$ cat config.mk
export PLATFORM = sky130hd
export DESIGN_NAME = ddr2_init_seq_flat
export DESIGN_NICKNAME = d
export VERILOG_FILES = /design/src/rtl/ddr2_init_pkg.sv /design/src/rtl/ddr2_init_seq_if.sv /design/src/rtl/ddr2_init_timer.sv /design/src/rtl/ddr2_init_seq.sv /design/src/flat_wrapper.sv
export SDC_FILE = /design/constraint.sdc
export NUM_CORES = 1
export LEC_CHECK = 0
export ABC_AREA = 1
export BUFFER_PORTS_ARGS = -buffer_cell sky130_fd_sc_hd__buf_2
export CAP_MARGIN = 40
export CORE_MARGIN = 5
export CORE_UTILIZATION = 40
export CTS_BUF_LIST = sky130_fd_sc_hd__clkbuf_4 sky130_fd_sc_hd__clkbuf_8
export CTS_CLUSTER_DIAMETER = 200
export DETAILED_ROUTE_END_ITERATION = 16
export GPL_TIMING_DRIVEN = 1
export PLACE_DENSITY = 0.66
export SYNTH_ARGS = -nofsm -noshare
export SYNTH_HDL_FRONTEND = slang
export SYNTH_SLANG_ARGS = --single-unit
$ cat constraint.sdc
create_clock -name i_clk -period 2.2 [get_ports i_clk]
set_input_delay 0.55 -clock i_clk [delete_from_list [all_inputs] [get_ports i_clk]]
set_output_delay 0.55 -clock i_clk [all_outputs]
set_load 0.02 [all_outputs]
$ cat src/rtl/ddr2_init_pkg.sv
// Shared types and constants for the DDR2 power-up initialization sequencer.
package ddr2_init_pkg;

    // Sequencer phases. A phase is entered when its command (or cke rise)
    // issues, and it is left when that command's spacing has elapsed.
    typedef enum logic [3:0] {
        StCkeLow,
        StWaitXpr,
        StPrea1,
        StEmr2,
        StEmr3,
        StEmr1Dll,
        StMrDllRst,
        StPrea2,
        StRef1,
        StRef2,
        StMrRun,
        StEmr1OcdDef,
        StEmr1OcdExit,
        StWaitDll,
        StDone
    } state_t;

    // Command encodings as {cs_n, ras_n, cas_n, we_n}
    localparam logic [3:0] CMD_DESELECT = 4'b1111;
    localparam logic [3:0] CMD_NOP      = 4'b0111;
    localparam logic [3:0] CMD_PREA     = 4'b0010;
    localparam logic [3:0] CMD_REF      = 4'b0001;
    localparam logic [3:0] CMD_MRS      = 4'b0000;

    // Mode-register bank selects
    localparam logic [1:0] BA_MR   = 2'd0;
    localparam logic [1:0] BA_EMR1 = 2'd1;
    localparam logic [1:0] BA_EMR2 = 2'd2;
    localparam logic [1:0] BA_EMR3 = 2'd3;

    // Address bit positions with special meaning
    localparam int unsigned A8_DLL_RST = 8;
    localparam int unsigned A10_AP     = 10;
    localparam int unsigned OCD_LSB    = 7;

    function automatic int unsigned max_u(input int unsigned a, input int unsigned b);
        return (a > b) ? a : b;
    endfunction

endpackage

$ cat src/rtl/ddr2_init_seq_if.sv
// Command/address bundle driven by the init sequencer toward the DIMM mux.
interface ddr2_init_seq_if #(
    parameter int unsigned BA_WIDTH   = 3,
    parameter int unsigned ADDR_WIDTH = 14
);
    logic                  cke;
    logic                  cs_n;
    logic                  ras_n;
    logic                  cas_n;
    logic                  we_n;
    logic [BA_WIDTH-1:0]   ba;
    logic [ADDR_WIDTH-1:0] addr;
    logic                  odt;
    logic                  init_done;

    modport master (
        output cke, cs_n, ras_n, cas_n, we_n, ba, addr, odt, init_done
    );

    modport slave (
        input cke, cs_n, ras_n, cas_n, we_n, ba, addr, odt, init_done
    );
endinterface

$ cat src/rtl/ddr2_init_timer.sv
// Loadable down-counter with a zero flag; saturates at 0.
module ddr2_init_timer #(
    parameter int unsigned     Width    = 8,
    parameter logic [Width-1:0] ResetVal = '0
) (
    input  logic             i_clk,
    input  logic             i_rst_n,
    input  logic             i_load,
    input  logic [Width-1:0] i_load_val,
    output logic             o_zero
);
    logic [Width-1:0] r_count;

    // Load has priority over the free-running decrement.
    always_ff @(posedge i_clk) begin
        if (!i_rst_n) begin
            r_count <= ResetVal;
        end else if (i_load) begin
            r_count <= i_load_val;
        end else if (r_count != '0) begin
            r_count <= r_count - Width'(1);
        end
    end

    assign o_zero = (r_count == '0);
endmodule

$ cat src/rtl/ddr2_init_seq.sv
// DDR2 power-up initialization sequencer. Owns the command/address bus from
// reset until init_done, then parks it at NOP.
module ddr2_init_seq
    import ddr2_init_pkg::*;
#(
    parameter int unsigned           BA_WIDTH   = 3,
    parameter int unsigned           ADDR_WIDTH = 14,
    parameter int unsigned           T_CKE_LOW  = 40000,
    parameter int unsigned           T_XPR      = 80,
    parameter int unsigned           T_RP       = 3,
    parameter int unsigned           T_MRD      = 2,
    parameter int unsigned           T_RFC      = 26,
    parameter int unsigned           T_DLLK     = 200,
    parameter logic [ADDR_WIDTH-1:0] MR_VAL     = 'h0432,
    parameter logic [ADDR_WIDTH-1:0] EMR1_VAL   = 'h0004
) (
    input logic             i_clk,
    input logic             i_rst_n,
    ddr2_init_seq_if.master o_dram
);
    // Wait timer also holds T_CKE_LOW itself (reset value), hence the +1.
    localparam int unsigned WAIT_MAX = max_u(max_u(max_u(T_CKE_LOW, T_XPR), max_u(T_RP, T_MRD)),
                                             T_RFC);
    localparam int unsigned WAIT_W   = max_u($clog2(WAIT_MAX + 1), 1);
    localparam int unsigned DLL_W    = max_u($clog2(T_DLLK + 1), 1);

    // Timers are loaded with T-1 at the issuing edge so the zero flag is seen
    // exactly T edges later.
    localparam logic [WAIT_W-1:0] LD_XPR = WAIT_W'(T_XPR - 1);
    localparam logic [WAIT_W-1:0] LD_RP  = WAIT_W'(T_RP - 1);
    localparam logic [WAIT_W-1:0] LD_MRD = WAIT_W'(T_MRD - 1);
    localparam logic [WAIT_W-1:0] LD_RFC = WAIT_W'(T_RFC - 1);
    localparam logic [DLL_W-1:0]  LD_DLL = DLL_W'(T_DLLK - 1);

    localparam logic [ADDR_WIDTH-1:0] BIT_A0    = ADDR_WIDTH'(1);
    localparam logic [ADDR_WIDTH-1:0] BIT_A8    = ADDR_WIDTH'(1) << A8_DLL_RST;
    localparam logic [ADDR_WIDTH-1:0] OCD_MASK  = ADDR_WIDTH'(7) << OCD_LSB;
    localparam logic [ADDR_WIDTH-1:0] ADDR_PREA = ADDR_WIDTH'(1) << A10_AP;
    localparam logic [ADDR_WIDTH-1:0] ADDR_MR_DLLRST = MR_VAL | BIT_A8;
    localparam logic [ADDR_WIDTH-1:0] ADDR_MR_RUN    = MR_VAL & ~BIT_A8;
    // DLL enable (A0=0) and OCD field cleared; OCD default sets A9:7 on top.
    localparam logic [ADDR_WIDTH-1:0] ADDR_EMR1_BASE = EMR1_VAL & ~(OCD_MASK | BIT_A0);
    localparam logic [ADDR_WIDTH-1:0] ADDR_EMR1_OCD  = ADDR_EMR1_BASE | OCD_MASK;

    state_t                r_state;
    logic                  r_cke;
    logic [3:0]            r_cmd;
    logic [BA_WIDTH-1:0]   r_ba;
    logic [ADDR_WIDTH-1:0] r_addr;
    logic                  r_done;

    logic                  w_wait_zero;
    logic                  w_dll_zero;
    logic                  w_wait_load;
    logic                  w_has_next;
    logic [WAIT_W-1:0]     w_wait_val;
    logic                  w_dll_load;

    // Spacing to load when the current phase's wait expires and the next
    // command issues.
    always_comb begin
        w_has_next = 1'b1;
        w_wait_val = '0;
        w_dll_load = 1'b0;
        unique case (r_state)
            StCkeLow:     w_wait_val = LD_XPR;
            StWaitXpr:    w_wait_val = LD_RP;
            StPrea1:      w_wait_val = LD_MRD;
            StEmr2:       w_wait_val = LD_MRD;
            StEmr3:       w_wait_val = LD_MRD;
            StEmr1Dll: begin
                w_wait_val = LD_MRD;
                w_dll_load = w_wait_zero;
            end
            StMrDllRst:   w_wait_val = LD_RP;
            StPrea2:      w_wait_val = LD_RFC;
            StRef1:       w_wait_val = LD_RFC;
            StRef2:       w_wait_val = LD_MRD;
            StMrRun:      w_wait_val = LD_MRD;
            StEmr1OcdDef: w_wait_val = LD_MRD;
            default:      w_has_next = 1'b0;
        endcase
        w_wait_load = w_wait_zero && w_has_next;
    end

    ddr2_init_timer #(
        .Width    (WAIT_W),
        .ResetVal (WAIT_W'(T_CKE_LOW))
    ) u_wait_timer (
        .i_clk      (i_clk),
        .i_rst_n    (i_rst_n),
        .i_load     (w_wait_load),
        .i_load_val (w_wait_val),
        .o_zero     (w_wait_zero)
    );

    ddr2_init_timer #(
        .Width    (DLL_W),
        .ResetVal ('0)
    ) u_dll_timer (
        .i_clk      (i_clk),
        .i_rst_n    (i_rst_n),
        .i_load     (w_dll_load),
        .i_load_val (LD_DLL),
        .o_zero     (w_dll_zero)
    );

    // Sequencer FSM with registered bus outputs; every command lasts one cycle.
    always_ff @(posedge i_clk) begin
        if (!i_rst_n) begin
            r_state <= StCkeLow;
            r_cke   <= 1'b0;
            r_cmd   <= CMD_DESELECT;
            r_ba    <= '0;
            r_addr  <= '0;
            r_done  <= 1'b0;
        end else begin
            r_cmd  <= CMD_NOP;
            r_ba   <= '0;
            r_addr <= '0;
            case (r_state)
                StCkeLow: begin
                    if (w_wait_zero) begin
                        r_cke   <= 1'b1;
                        r_state <= StWaitXpr;
                    end else begin
                        r_cmd <= CMD_DESELECT;
                    end
                end
                StWaitXpr: if (w_wait_zero) begin
                    r_cmd   <= CMD_PREA;
                    r_addr  <= ADDR_PREA;
                    r_state <= StPrea1;
                end
                StPrea1: if (w_wait_zero) begin
                    r_cmd   <= CMD_MRS;
                    r_ba    <= BA_WIDTH'(BA_EMR2);
                    r_state <= StEmr2;
                end
                StEmr2: if (w_wait_zero) begin
                    r_cmd   <= CMD_MRS;
                    r_ba    <= BA_WIDTH'(BA_EMR3);
                    r_state <= StEmr3;
                end
                StEmr3: if (w_wait_zero) begin
                    r_cmd   <= CMD_MRS;
                    r_ba    <= BA_WIDTH'(BA_EMR1);
                    r_addr  <= ADDR_EMR1_BASE;
                    r_state <= StEmr1Dll;
                end
                StEmr1Dll: if (w_wait_zero) begin
                    r_cmd   <= CMD_MRS;
                    r_ba    <= BA_WIDTH'(BA_MR);
                    r_addr  <= ADDR_MR_DLLRST;
                    r_state <= StMrDllRst;
                end
                StMrDllRst: if (w_wait_zero) begin
                    r_cmd   <= CMD_PREA;
                    r_addr  <= ADDR_PREA;
                    r_state <= StPrea2;
                end
                StPrea2: if (w_wait_zero) begin
                    r_cmd   <= CMD_REF;
                    r_state <= StRef1;
                end
                StRef1: if (w_wait_zero) begin
                    r_cmd   <= CMD_REF;
                    r_state <= StRef2;
                end
                StRef2: if (w_wait_zero) begin
                    r_cmd   <= CMD_MRS;
                    r_ba    <= BA_WIDTH'(BA_MR);
                    r_addr  <= ADDR_MR_RUN;
                    r_state <= StMrRun;
                end
                StMrRun: if (w_wait_zero) begin
                    r_cmd   <= CMD_MRS;
                    r_ba    <= BA_WIDTH'(BA_EMR1);
                    r_addr  <= ADDR_EMR1_OCD;
                    r_state <= StEmr1OcdDef;
                end
                StEmr1OcdDef: if (w_wait_zero) begin
                    r_cmd   <= CMD_MRS;
                    r_ba    <= BA_WIDTH'(BA_EMR1);
                    r_addr  <= ADDR_EMR1_BASE;
                    r_state <= StEmr1OcdExit;
                end
                // DLL lock may already be satisfied: finish with no extra cycle.
                StEmr1OcdExit: if (w_wait_zero) begin
                    if (w_dll_zero) begin
                        r_done  <= 1'b1;
                        r_state <= StDone;
                    end else begin
                        r_state <= StWaitDll;
                    end
                end
                StWaitDll: if (w_dll_zero) begin
                    r_done  <= 1'b1;
                    r_state <= StDone;
                end
                StDone: begin
                end
                default: r_state <= StCkeLow;
            endcase
        end
    end

    assign o_dram.cke       = r_cke;
    assign o_dram.cs_n      = r_cmd[3];
    assign o_dram.ras_n     = r_cmd[2];
    assign o_dram.cas_n     = r_cmd[1];
    assign o_dram.we_n      = r_cmd[0];
    assign o_dram.ba        = r_ba;
    assign o_dram.addr      = r_addr;
    assign o_dram.odt       = 1'b0;
    assign o_dram.init_done = r_done;
endmodule

$ cat src/flat_wrapper.sv
// flat-port wrapper written by rule: the top's interface ports become plain ports
module ddr2_init_seq_flat import ddr2_init_pkg::*;
#(
    parameter int unsigned           BA_WIDTH   = 3,
    parameter int unsigned           ADDR_WIDTH = 14,
    parameter int unsigned           T_CKE_LOW  = 40000,
    parameter int unsigned           T_XPR      = 80,
    parameter int unsigned           T_RP       = 3,
    parameter int unsigned           T_MRD      = 2,
    parameter int unsigned           T_RFC      = 26,
    parameter int unsigned           T_DLLK     = 200,
    parameter logic [ADDR_WIDTH-1:0] MR_VAL     = 'h0432,
    parameter logic [ADDR_WIDTH-1:0] EMR1_VAL   = 'h0004
)
  (i_clk, i_rst_n, o_dram_cke, o_dram_cs_n, o_dram_ras_n, o_dram_cas_n, o_dram_we_n, o_dram_ba, o_dram_addr, o_dram_odt, o_dram_init_done);
  ddr2_init_seq_if #(.BA_WIDTH(BA_WIDTH), .ADDR_WIDTH(ADDR_WIDTH)) o_dram_i ();
  input logic i_clk;
  input logic i_rst_n;
  output wire logic [$bits(o_dram_i.cke)-1:0] o_dram_cke;
  output wire logic [$bits(o_dram_i.cs_n)-1:0] o_dram_cs_n;
  output wire logic [$bits(o_dram_i.ras_n)-1:0] o_dram_ras_n;
  output wire logic [$bits(o_dram_i.cas_n)-1:0] o_dram_cas_n;
  output wire logic [$bits(o_dram_i.we_n)-1:0] o_dram_we_n;
  output wire logic [$bits(o_dram_i.ba)-1:0] o_dram_ba;
  output wire logic [$bits(o_dram_i.addr)-1:0] o_dram_addr;
  output wire logic [$bits(o_dram_i.odt)-1:0] o_dram_odt;
  output wire logic [$bits(o_dram_i.init_done)-1:0] o_dram_init_done;
  assign o_dram_cke = o_dram_i.cke;
  assign o_dram_cs_n = o_dram_i.cs_n;
  assign o_dram_ras_n = o_dram_i.ras_n;
  assign o_dram_cas_n = o_dram_i.cas_n;
  assign o_dram_we_n = o_dram_i.we_n;
  assign o_dram_ba = o_dram_i.ba;
  assign o_dram_addr = o_dram_i.addr;
  assign o_dram_odt = o_dram_i.odt;
  assign o_dram_init_done = o_dram_i.init_done;
  ddr2_init_seq #(.BA_WIDTH(BA_WIDTH), .ADDR_WIDTH(ADDR_WIDTH), .T_CKE_LOW(T_CKE_LOW), .T_XPR(T_XPR), .T_RP(T_RP), .T_MRD(T_MRD), .T_RFC(T_RFC), .T_DLLK(T_DLLK), .MR_VAL(MR_VAL), .EMR1_VAL(EMR1_VAL)) u_core (.i_clk(i_clk), .i_rst_n(i_rst_n), .o_dram(o_dram_i));
endmodule
==> results of run 1 <==
flip-flops by register name (all words and copies together), names as in the netlist:
register,flops
u_core.u_wait_timer.r_count,16
u_core.u_dll_timer.r_count,8
u_core.o_dram.addr,5
u_core.r_cmd,4
u_core.r_state,4
u_core.o_dram.ba,2
u_core.o_dram.cke,1
u_core.o_dram.init_done,1
worst max path at each step:
stage                                           to  cells past startpoint  slack (ns)                            from
floorplan            u_core.u_dll_timer.r_count[4]                      7        0.73  u_core.u_wait_timer.r_count[0]
global placement    u_core.u_wait_timer.r_count[3]                      9        0.53  u_core.u_wait_timer.r_count[0]
detailed placement  u_core.u_wait_timer.r_count[3]                      9        0.44  u_core.u_wait_timer.r_count[0]
CTS                 u_core.u_wait_timer.r_count[3]                      9        0.39  u_core.u_wait_timer.r_count[0]
global route        u_core.u_wait_timer.r_count[3]                      9        0.18  u_core.u_wait_timer.r_count[0]
finish              u_core.u_wait_timer.r_count[3]                      9        0.39  u_core.u_wait_timer.r_count[0]
placed cells by master (no fill, tap or decap):
| cell type | n |
|---|---|
| buf_2 | 17 |
| ha_1 | 2 |
| nand2_2 | 2 |
| nand3_2 | 2 |
| or2_2 | 1 |
| a21oi_1 | 16 |
| dfxtp_1 | 41 |
| nor2_4 | 2 |
| xor2_1 | 8 |
| clkinv_2 | 1 |
| nand3b_1 | 1 |
| o21ai_1 | 2 |
| nor3_1 | 7 |
| buf_4 | 2 |
| o31ai_1 | 1 |
| nor2_2 | 4 |
| o22ai_1 | 1 |
| nand2_1 | 71 |
| nor2_1 | 55 |
| nand3_4 | 1 |
| conb_1 | 8 |
| clkbuf_8 | 5 |
| nand2_4 | 1 |
| nor3_4 | 1 |
| o21ai_0 | 11 |
| and2_1 | 1 |
| nand3_1 | 27 |
| a31oi_1 | 1 |
| a211oi_1 | 1 |
| bufinv_16 | 2 |
| nand4_1 | 5 |
| inv_1 | 42 |
| xnor2_1 | 3 |
layout make-up:
class | instances | area (um2) | area share
Multi-Input combinational cell | 235 | 1144 | 0.4675
Tap cell | 72 | 90.09 | 0.03683
Inverter | 42 | 157.7 | 0.06445
Clock buffer | 5 | 68.82 | 0.02813
Sequential cell | 41 | 820.8 | 0.3355
Timing Repair Buffer | 19 | 100.1 | 0.04092
Clock inverter | 3 | 65.06 | 0.02660
kinds of logic after synthesis:
group                    Yosys count  synth area share
XOR/XNOR                          11           0.04368
other                              1          0.001700
flip-flops                        41            0.3721
buffers and inverters             58            0.1214
AND/OR/NAND/NOR                  181            0.3715
AO/OA/AOI/OAI                     33           0.07828
adder cells (fa/ha/maj)            2           0.01134
worst max-delay path, stage by stage (launching register included):
cell and delay (ns):
dfxtp_1 0.34, inv_1 0.10, ha_1 0.26, nand3_4 0.14, nor2_4 0.18, nand2_2 0.21
o21ai_0 0.30, inv_1 0.07, nand2_1 0.06, nand2_1 0.04
per-stage QoR:
step | instance area (um2) | setup slack (ns) | hold WS (ns) | power, mW
after CTS | 2446 | 0.3873 | 0.4579 | 2.315
after detailed placement | 2312 | 0.4438 | 0.4458 | 1.581
after floorplan | 2232 | 0.7313 | 0.4699 | 1.478
after global routing | 2446 | 0.1830 | 0.4798 | 2.473
after global placement | 2312 | 0.5288 | 0.4396 | 1.580
final | 2446 | 0.3908 | 0.4582 | 2.296
metal layers:
layer / vias up / GRT usage / wire length [um]
met5: - / 0 / 0
met4: 0 / 0.06433 / 114
met3: 11 / 0.03827 / 207
met2: 38 / 0.2425 / 2182
met1: 902 / 0.1769 / 2283
li1: 1044 / - / -
power breakdown:
group	switching [mW]	internal (mW)
clock network	0.271	0.451
logic	0.401	0.248
registers	0.0881	0.837
==> reports/qor.yml, run 1 <==
status: "finished, final reports clean"
ioPinCount: 26
r2r_start: "u_core.u_wait_timer.r_count[0]"
yosysMostFrequentCell: "nand2_1"
fmax_mhz: 552.7
r2r_slack_ns: 0.39
die_w_um: 84.26
clkTransAtPathRegs_ns: 0.08
synth_area_leaders: "dfxtp_1 37%, nand2_1 12%, nor2_1 9.4%"
crit_path_max_fanout: 16
clockBufferDepth: 2
ys_warn_count: 0
via_per_inst: 4.784
drc_errors: 0
grt_usage: 0.1459
ys_async_sr_fraction: 0
synth_edf_count: 0
clkLatencyLatePin_ns: 0.30
r2r_cells: 9
start_util: 0.4056
finalSetupViolCount: 0
critPathKind: "flip-flop to flip-flop"
grt_pass1_vias: 1937
p_leak_nw: 1.186
skew_ns: 0.006219
grt_max_degree: 17
coreArea_um2: 5439
cts-htree-levels: 2
layout-drive-gt1-share: 0.1188
arrival_ns: 2.01
postCtsSetupBuffers: 0
tns_ns: 0
instances_no_fill: 417
min_from: "u_core.o_dram.cke"
power.density_nw_per_um2: 938.6
placedCellCount: 409
ant_nets: 0
post_cts_resized: 0
grt_pass1_wl_um: 8500
synth_ff_type: "dfxtp_1"
io_buffer_count: 17
syn_area_um2: 2206
die_area_um2: 7100
antenna_found_initial: 0
cap_violations: 0
diodes: 0
num_vias: 1995
cp-start-kind: "flip-flop"
synth_top_area_frac: 0.3721
cts-root-buf: "clkbuf_8"
finalHoldViolCount: 0
cts_tree: "yes"
dr.pass1.iters: 4
vdd_ir_drop_max_mv: 0.4386
min_to: "u_core.o_dram.cke"
synth_area_per_cell_um2: 6.746
wl_per_cell_um: 11.48
synth.yosys.seq_area_share: 0.3721
synth_top_cell_by_area: "dfxtp_1"
hold_class: "flip-flop to flip-flop"
dr.first_iter.drc_count: 70
rsz0062_at_grt: "false"
synth_common_cells: "71 x nand2_1, 55 x nor2_1, 42 x inv_1, 41 x dfxtp_1, 27 x nand3_1"
dp_hpwl_um: 3611
timing.rr.end: "u_core.u_wait_timer.r_count[3]"
die_h_um: 84.26
numCtsBuffers: 5
finalWeightedCongestion: 0.8548
synth_cell_types: 33
holdPathStages: 2
min_period_ns: 1.809
rows: 27
netlist_instances: 327
fill_cells: 546
required_ns: 2.40
ys_ff_latch: 41
grt-ovfl-total: 0
cts.hold.buffers_added: 0
finalMaxSlewViolations: 0
cp-end-kind: "flip-flop"
cts_sinks: 41
utilization: 0.4497
fin_crit_sh: 0.8224
area_growth_pct: 10.89
nets: 348
wirelength_um: 4788
Power figures use the tool's default switching activity.
==> run 2, diff against run 1 <==
- clock period: 2.2 -> 1.7 ns (I/O delays scaled with it)
==> reports/qor.yml, run 2 (synthesis gave the netlist of run 1 again) <==
die_w_um: 84.26
die_area_um2: 7100
finalMaxSlewViolations: 0
min_period_ns: 1.612
finalWeightedCongestion: 0.8633
dr.pass1.iters: 4
grt_usage: 0.1418
grt_max_degree: 15
mostFrequentLayoutCell: "nand2_1"
finalHoldViolCount: 0
layout-drive-gt1-share: 0.1396
dr.first_iter.drc_count: 123
clockBufferDepth: 2
cp-start-kind: "flip-flop"
critPathKind: "flip-flop to flip-flop"
required_ns: 1.89
vdd_ir_drop_max_mv: 0.5886
die_h_um: 84.26
cap_violations: 0
io_buffer_count: 17
wl_per_cell_um: 11.10
coreArea_um2: 5439
cts_sinks: 41
finalSetupViolCount: 0
clkTransAtPathRegs_ns: 0.08
register_area_um2: 820.8
multi_input_area_um2: 1166
cp-end-kind: "flip-flop"
grt_pass1_wl_um: 8252
numCtsBuffers: 5
fill_cells: 538
skew_ns: 0.007550
antenna_found_initial: 0
timing.rr.end: "u_core.u_dll_timer.r_count[4]"
via_per_inst: 4.697
top_register: "u_core.u_wait_timer.r_count"
cts-htree-levels: 2
r2r_slack_ns: 0.09
cts_tree: "yes"
arrival_ns: 1.80
status: "finished, final reports clean"
r2r_cells: 6
worst_slack_ns: 0.08820
wirelength_um: 4695
min_from: "i_rst_n"
hold_class: "input pin to flip-flop"
nets: 354
finalPower_mw: 2.866
crit_path_max_fanout: 7
largest_register_ffs: 16
postCtsSetupBuffers: 0
rows: 27
grt-ovfl-total: 0
final_cell_mix: "70 x nand2_1, 55 x nor2_1, 42 x inv_1, 41 x dfxtp_1, 27 x nand3_1"
start_util: 0.4056
num_vias: 1987
area_growth_pct: 13.33
dp_hpwl_um: 3553
p_leak_nw: 1.220
r2r_start: "u_core.u_wait_timer.r_count[8]"
dp_slack_ns: -0.009122
fmax_mhz: 620.4
diodes: 0
clkLatencyLatePin_ns: 0.30
drc_errors: 0
grt_pass1_vias: 1843
min_to: "u_core.r_cmd[3]"
cts-root-buf: "clkbuf_8"
ioPinCount: 26
ant_nets: 0
holdPathStages: 2
power.density_nw_per_um2: 1146
fin_crit_sh: 0.9481
==> run 2: cell types whose count changed in the layout (fill, tap and decap cells not counted), sizes merged <==
cell,delta
buf,+6
bufinv,-1
clkbuf,+1
clkinv,-1
clkinvlp,+1
==> run 2: power by group <==
part	internal (mW)	total (mW)	switching [mW]	leakage (nW)
registers	1.08	1.19	0.110	0.334
logic	0.333	0.848	0.516	0.829
clock network	0.477	0.825	0.347	0.0574
total	1.89	2.87	0.973	1.22
==> run 2: layer usage <==
| metal | global-route usage | part of all wire | vias to the layer above |
|---|---|---|---|
| met5 | 0 | 0 | - |
| met4 | 0.06579 | 0.013 | 0 |
| met3 | 0.03337 | 0.048 | 5 |
| met2 | 0.2217 | 0.45 | 36 |
| met1 | 0.1847 | 0.48 | 885 |
| li1 | - | - | 1061 |
==> run 2: how the worst max path moves through the flow <==
| stage | slack (ns) | startpoint | end | cells past startpoint |
|---|---|---|---|---|
| finish | 0.09 | u_core.u_wait_timer.r_count[8] | u_core.u_dll_timer.r_count[4] | 6 |
| global route | -0.006 | u_core.r_state[3] | u_core.r_state[2] | 8 |
| CTS | 0.06 | u_core.u_wait_timer.r_count[0] | u_core.u_dll_timer.r_count[4] | 7 |
| detailed placement | -0.009 | u_core.u_wait_timer.r_count[0] | u_core.u_wait_timer.r_count[9] | 8 |
| global placement | 0.11 | u_core.u_wait_timer.r_count[0] | u_core.u_dll_timer.r_count[4] | 7 |
| floorplan | 0.23 | u_core.u_wait_timer.r_count[0] | u_core.u_dll_timer.r_count[4] | 7 |
==> run 2: layout make-up <==
class,instances,share of cell area
clock inverter,2,0.01502
multi-input combinational,235,0.4665
clock buffer,6,0.03303
timing repair buffer,25,0.05806
sequential,41,0.3283
inverter,42,0.06306
tap,72,0.03604
==> run 2: timing repair <==
item / CTS / global route
pin swaps: 0 / 3
gates resized for setup: 1 / 6
gates cloned: 0 / 0
hold buffers: 0 / 0
setup endpoints to repair: 2 / 21
==> run 2: critical path, cell delays in order (launching register included) <==
cell and delay (ns):
dfxtp_1 0.34, nor2_1 0.23, nand3_2 0.18, nor3_4 0.39
nand2_2 0.17, nand2_1 0.14, nor3_1 0.05
==> run 2: stage by stage <==
step / TNS, ns / utilization / instance area, um2 / cells / hold WS [ns]
after global placement: 0 / 0.4334 / 2357 / 415 / 0.4407
after floorplan: 0 / - / 2232 / 334 / 0.4699
after detailed placement: -0.009122 / 0.4334 / 2357 / 415 / 0.4400
after global routing: -0.01049 / 0.4596 / 2500 / 423 / 0.4520
after CTS: 0 / 0.4555 / 2477 / 423 / 0.4038
final: 0 / 0.4596 / 2500 / 423 / 0.4142
